==> src/rtl/mips_cpu_bus_arb_pkg.sv <==
// Shared types and constants for the CPU memory-bus arbiter.
// State and owner encodings are used by the top sequencer and the grant picker.
package mips_cpu_bus_arb_pkg;

  typedef enum logic [1:0] {
    IDLE  = 2'd0,
    ISSUE = 2'd1,
    RDATA = 2'd2,
    RESP  = 2'd3
  } state_t;

  typedef enum logic {
    INSTR = 1'b0,
    DATA  = 1'b1
  } owner_t;

  localparam int         BUS_DW = 32;
  localparam logic [3:0] BE_ALL = 4'hF;

endpackage

==> src/rtl/mips_cpu_bus_arb_pick.sv <==
// Combinational grant selection between the fetch and load/store requesters.
// MIPS_BUS_ARB_RR_EN selects round-robin on contention; otherwise DATA always wins.
module mips_cpu_bus_arb_pick
  import mips_cpu_bus_arb_pkg::*;
(
  input  logic i_req,
  input  logic d_req,
  input  logic last_grant,
  output logic grant_valid,
  output logic grant
);

  always_comb begin
    grant_valid = i_req | d_req;
    grant       = INSTR;
`ifdef MIPS_BUS_ARB_RR_EN
    if (i_req && d_req) begin
      // Whoever was not served last takes the contended slot.
      grant = (last_grant == DATA) ? INSTR : DATA;
    end else if (d_req) begin
      grant = DATA;
    end
`else
    if (d_req) begin
      grant = DATA;
    end
`endif
  end

`ifndef MIPS_BUS_ARB_RR_EN
  logic unused_last_grant;
  assign unused_last_grant = last_grant;
`endif

endmodule

==> src/rtl/mips_cpu_bus_arbiter.sv <==
// Shares one Avalon-style memory port between instruction fetch and load/store.
// Arbitration mode is chosen by MIPS_BUS_ARB_RR_EN (round-robin when defined, DATA-first otherwise).
module mips_cpu_bus_arbiter
  import mips_cpu_bus_arb_pkg::*;
#(
  parameter int ADDR_W = 32
)(
  input  logic              clk,
  input  logic              rst_n,

  input  logic              i_read,
  input  logic [ADDR_W-1:0] i_addr,
  output logic              i_waitrequest,
  output logic [BUS_DW-1:0] i_readdata,

  input  logic              d_read,
  input  logic              d_write,
  input  logic [ADDR_W-1:0] d_addr,
  input  logic [3:0]        d_byteenable,
  input  logic [BUS_DW-1:0] d_writedata,
  output logic              d_waitrequest,
  output logic [BUS_DW-1:0] d_readdata,

  output logic              m_read,
  output logic              m_write,
  output logic [ADDR_W-1:0] m_addr,
  output logic [3:0]        m_byteenable,
  output logic [BUS_DW-1:0] m_writedata,
  input  logic              m_waitrequest,
  input  logic [BUS_DW-1:0] m_readdata
);

  state_t state, state_n;
  owner_t owner, owner_n;
  owner_t last_grant, last_grant_n;

  logic grant_valid;
  logic grant;

  logic              m_read_n;
  logic              m_write_n;
  logic [ADDR_W-1:0] m_addr_n;
  logic [3:0]        m_byteenable_n;
  logic [BUS_DW-1:0] m_writedata_n;
  logic              i_waitrequest_n;
  logic              d_waitrequest_n;
  logic [BUS_DW-1:0] i_readdata_n;
  logic [BUS_DW-1:0] d_readdata_n;

  mips_cpu_bus_arb_pick u_pick (
    .i_req       (i_read),
    .d_req       (d_read | d_write),
    .last_grant  (last_grant),
    .grant_valid (grant_valid),
    .grant       (grant)
  );

  // The m_* registers double as the request latches, so the bus sees
  // exactly what was captured in IDLE for the whole transfer.
  always_comb begin
    state_n         = state;
    owner_n         = owner;
    last_grant_n    = last_grant;
    m_read_n        = m_read;
    m_write_n       = m_write;
    m_addr_n        = m_addr;
    m_byteenable_n  = m_byteenable;
    m_writedata_n   = m_writedata;
    i_waitrequest_n = 1'b1;
    d_waitrequest_n = 1'b1;
    i_readdata_n    = i_readdata;
    d_readdata_n    = d_readdata;

    case (state)
      IDLE: begin
        if (grant_valid) begin
          state_n      = ISSUE;
          owner_n      = owner_t'(grant);
          last_grant_n = owner_t'(grant);
          if (grant == DATA) begin
            m_addr_n       = d_addr;
            m_byteenable_n = d_byteenable;
            m_writedata_n  = d_writedata;
            // A simultaneous read+write request is executed as a write only.
            m_write_n      = d_write;
            m_read_n       = ~d_write;
          end else begin
            m_addr_n       = i_addr;
            m_byteenable_n = BE_ALL;
            m_write_n      = 1'b0;
            m_read_n       = 1'b1;
          end
        end
      end

      ISSUE: begin
        if (!m_waitrequest) begin
          m_read_n  = 1'b0;
          m_write_n = 1'b0;
          if (m_read) begin
            state_n = RDATA;
          end else begin
            state_n = RESP;
            if (owner == DATA) d_waitrequest_n = 1'b0;
            else               i_waitrequest_n = 1'b0;
          end
        end
      end

      RDATA: begin
        state_n = RESP;
        if (owner == DATA) begin
          d_readdata_n    = m_readdata;
          d_waitrequest_n = 1'b0;
        end else begin
          i_readdata_n    = m_readdata;
          i_waitrequest_n = 1'b0;
        end
      end

      RESP: begin
        state_n = IDLE;
      end

      default: begin
        state_n = IDLE;
      end
    endcase
  end

  always_ff @(posedge clk or negedge rst_n) begin
    if (!rst_n) begin
      state         <= IDLE;
      owner         <= INSTR;
      last_grant    <= INSTR;
      m_read        <= 1'b0;
      m_write       <= 1'b0;
      m_addr        <= '0;
      m_byteenable  <= '0;
      m_writedata   <= '0;
      i_waitrequest <= 1'b1;
      d_waitrequest <= 1'b1;
      i_readdata    <= '0;
      d_readdata    <= '0;
    end else begin
      state         <= state_n;
      owner         <= owner_n;
      last_grant    <= last_grant_n;
      m_read        <= m_read_n;
      m_write       <= m_write_n;
      m_addr        <= m_addr_n;
      m_byteenable  <= m_byteenable_n;
      m_writedata   <= m_writedata_n;
      i_waitrequest <= i_waitrequest_n;
      d_waitrequest <= d_waitrequest_n;
      i_readdata    <= i_readdata_n;
      d_readdata    <= d_readdata_n;
    end
  end

endmodule

==> config.mk <==
export PLATFORM = sky130hd
export DESIGN_NAME = mips_cpu_bus_arbiter
export DESIGN_NICKNAME = d
export VERILOG_FILES = /design/src/rtl/mips_cpu_bus_arb_pkg.sv /design/src/rtl/mips_cpu_bus_arb_pick.sv /design/src/rtl/mips_cpu_bus_arbiter.sv
export SDC_FILE = /design/constraint.sdc
export NUM_CORES = 1
export LEC_CHECK = 0
export CORE_MARGIN = 2
export CORE_UTILIZATION = 28
export CTS_CLUSTER_SIZE = 24
export DETAILED_ROUTE_END_ITERATION = 10
export SYNTH_ARGS = -nofsm -noshare
export SYNTH_HDL_FRONTEND = slang
export SYNTH_SLANG_ARGS = --single-unit
==> constraint.sdc <==
create_clock -name clk -period 4.9 [get_ports clk]
set_input_delay 1.47 -clock clk [delete_from_list [all_inputs] [get_ports clk]]
set_output_delay 1.47 -clock clk [all_outputs]
set_load 0.005 [all_outputs]
==> reports/summary.txt <==
Status -> complete, no violations
Register area share after synthesis -> 62.6%
Rel. slew slack -> 23.5%
Fin. Hold Viols -> 0
Fmax -> 311 MHz
Pre-CTS WS -> 1.23 ns
Seq cells post-synth -> 139
Worst skew pair latency -> 0.41 ns
FF-to-FF Start -> state[1]
DR WL/cell -> 15.9 um
Initial core utilization -> 28.6%
Hpwl dp -> 11000 um
Post-Syn Area per Cell -> 14.4 um2
Layout cell share with drive strength beyond 1 -> 20.5%
Clk root buf -> clkbuf_16
Worst setup SP type -> input port
Reg clk slew, reported paths -> 0.06 ns
Leak pwr -> 0.00377 uW
GRT overflow -> 0
WP data required -> 5.19 ns
Most frequent cells in the layout -> 272 x clkdlybuf4s50_1, 137 x dfrtp_1, 95 x mux2_2
Max Slew Vio Count -> 0
Die Width -> 145 um
Synth async-reset ratio -> 100%
Final setup vio count -> 0
Dominant cell type by area after synthesis -> dfrtp_1
Synthesized area -> 0.00556 mm2
Crit. End Element -> flip-flop
Worst hold slack -> 0.477 ns
Crit Path Class -> input port to flip-flop
Crit path time final -> 3.22 ns
Area of the multi-input gates -> 0.00195 mm2
Synth Flop Type -> dfrtp_1
Hold Path End -> m_addr[14]
Worst R2R Path Depth -> 4
Post-Route Skew -> 0.00686 ns
Cells after synthesis -> 387
Post-CTS Resized -> 0
Initial DRT Pass Iterations -> 4
Ports -> 274
Hold path start -> m_addr[14]
Worst-path maximum fanout -> 37
Syn_nets -> 528
Commonest non-fill, non-tap cell in the layout -> clkdlybuf4s50_1
Post CTS Setup Buffer Count -> 0
# DRC -> 0
Initial DRC Count -> 105
Total number of yosys warnings -> 0
Post-DRT Antenna Nets -> 0
Fillers -> 1784
Vias -> 4082
Post-synth EDFFs -> 0
Cell Rows -> 51
Hold Path Class -> flip-flop to flip-flop
Longest Clk Path Bufs -> 2
Clock Sink Count -> 139
Max_cap viols -> 0
Die ar. -> 0.0210 mm2
Nets -> 805
Sequential cell area -> 0.00348 mm2
R2R Path End -> m_writedata[30]
Htree depth -> 4
Initial antenna violation count -> 0
Hold-fix buffers, CTS -> 0
Power Dens Cells -> 638 mW/mm2
Synth area leaders -> dfrtp_1 62%, mux2_2 19%, mux2i_1 5.9%
Placed Cells -> 910
CTS buffer count -> 17
RSZ-0062 raised after global routing -> no
Synth top area share -> 61.6%
Period utilization -> 65.6%
Critical Path AT -> 3.51 ns
Hold Path Depth -> 2
First-pass GRT wire length -> 24200 um
Total negative slack -> 0 ns
Final wirelength -> 15000 um
R2r setup slk -> 3.00 ns
Synth unique cells -> 30
GR Util All Layers -> 14.6%
VDD IR max -> 272 uV
Largest net degree at the start of global routing -> 90
Via density -> 4.33
CTS tree -> yes
Number of diodes -> 0
Final GP Congestion -> 0.792
Die H -> 145 um
Syn-to-layout area delta -> 64.4%
Number of global-route vias before repair -> 4490
Port Buf Inserts -> 273
Fin cells -> 942
Worst-Margin Slew -> 1.14 ns
Setup ws final -> 1.68 ns
Core Area -> 0.0195 mm2
-- report_power, final --
part,total [uW],switching (uW),internal (uW)
logic,2490,863,1630
registers,2040,297,1750
clock network,1300,528,775
-- critical path, stage by stage --
cell             delay (ns)
clkdlybuf4s50_1        0.61
o21ai_4                0.98
mux2_2                 0.43
-- stage by stage --
| stage | total power, uW | area [um2] | util, % |
|---|---|---|---|
| global route | 6220 | 9150 | 47.0 |
| finish | 5840 | 9150 | 47.0 |
| global placement | 4530 | 8550 | 43.9 |
| detailed placement | 4600 | 8550 | 43.9 |
| CTS | 5940 | 9150 | 47.0 |
| floorplan | 3070 | 5560 | - |
-- registers in the layout, indices dropped and copies added, names as in the netlist --
signal,flops
i_waitrequest,1
i_readdata,32
d_readdata,32
d_waitrequest,1
owner,1
m_write,1
state,2
m_writedata,32
m_addr,32
m_read,1
m_byteenable,4
-- synthesized netlist by cell type, types with 2 or more instances --
| cell | instances |
|---|---|
| dfrtp_1 | 137 |
| mux2_2 | 95 |
| nand2_1 | 36 |
| mux2i_1 | 33 |
| o21ai_0 | 30 |
| buf_2 | 15 |
| o21ai_1 | 5 |
| o22a_1 | 4 |
| buf_4 | 3 |
| ha_1 | 3 |
| inv_1 | 3 |
| clkbuf_4 | 2 |
| dfstp_2 | 2 |
| mux2_1 | 2 |
| o2bb2ai_1 | 2 |
-- routing by layer --
layer	vias to the layer above	routed length, um	global-route usage (%)
met5	-	0	0
met2	178	7220	24.1
met4	0	262	5.30
met1	1966	6000	16.9
met3	18	1500	6.48
li1	1920	-	-
-- worst max-delay path by stage --
stage | depth (start not counted) | start | end | slack (ns)
floorplan | 4 | d_read | m_writedata[10] | 2.35
global placement | 3 | d_write | m_writedata[22] | 1.32
detailed placement | 3 | d_write | m_writedata[4] | 1.23
CTS | 3 | d_write | m_writedata[4] | 1.67
global route | 5 | d_write | m_addr[21] | 1.53
finish | 3 | d_write | m_writedata[23] | 1.68
-- cell families (layout without fill, tap and decap cells) --
kind of cell / Yosys count / count (layout) / share of synthesized area [%]
DFF: 139 / 139 / 62.6
muxes: 130 / 130 / 25.6
AOI/OAI and AO/OA: 48 / 48 / 5.46
and+or+nand+nor: 43 / 43 / 3.31
buffers and inverters: 24 / 314 / 2.43
adders and majority gates: 3 / 3 / 0.675
-- cell type report --
| class | instances | share of cell area (%) |
|---|---|---|
| inverter | 3 | 0.123 |
| timing repair buffer | 279 | 30.4 |
| sequential | 139 | 38.0 |
| clock inverter | 14 | 1.75 |
| tap | 265 | 3.62 |
| clock buffer | 18 | 4.80 |
| multi-input combinational | 224 | 21.3 |
Power figures use the tool's default switching activity.
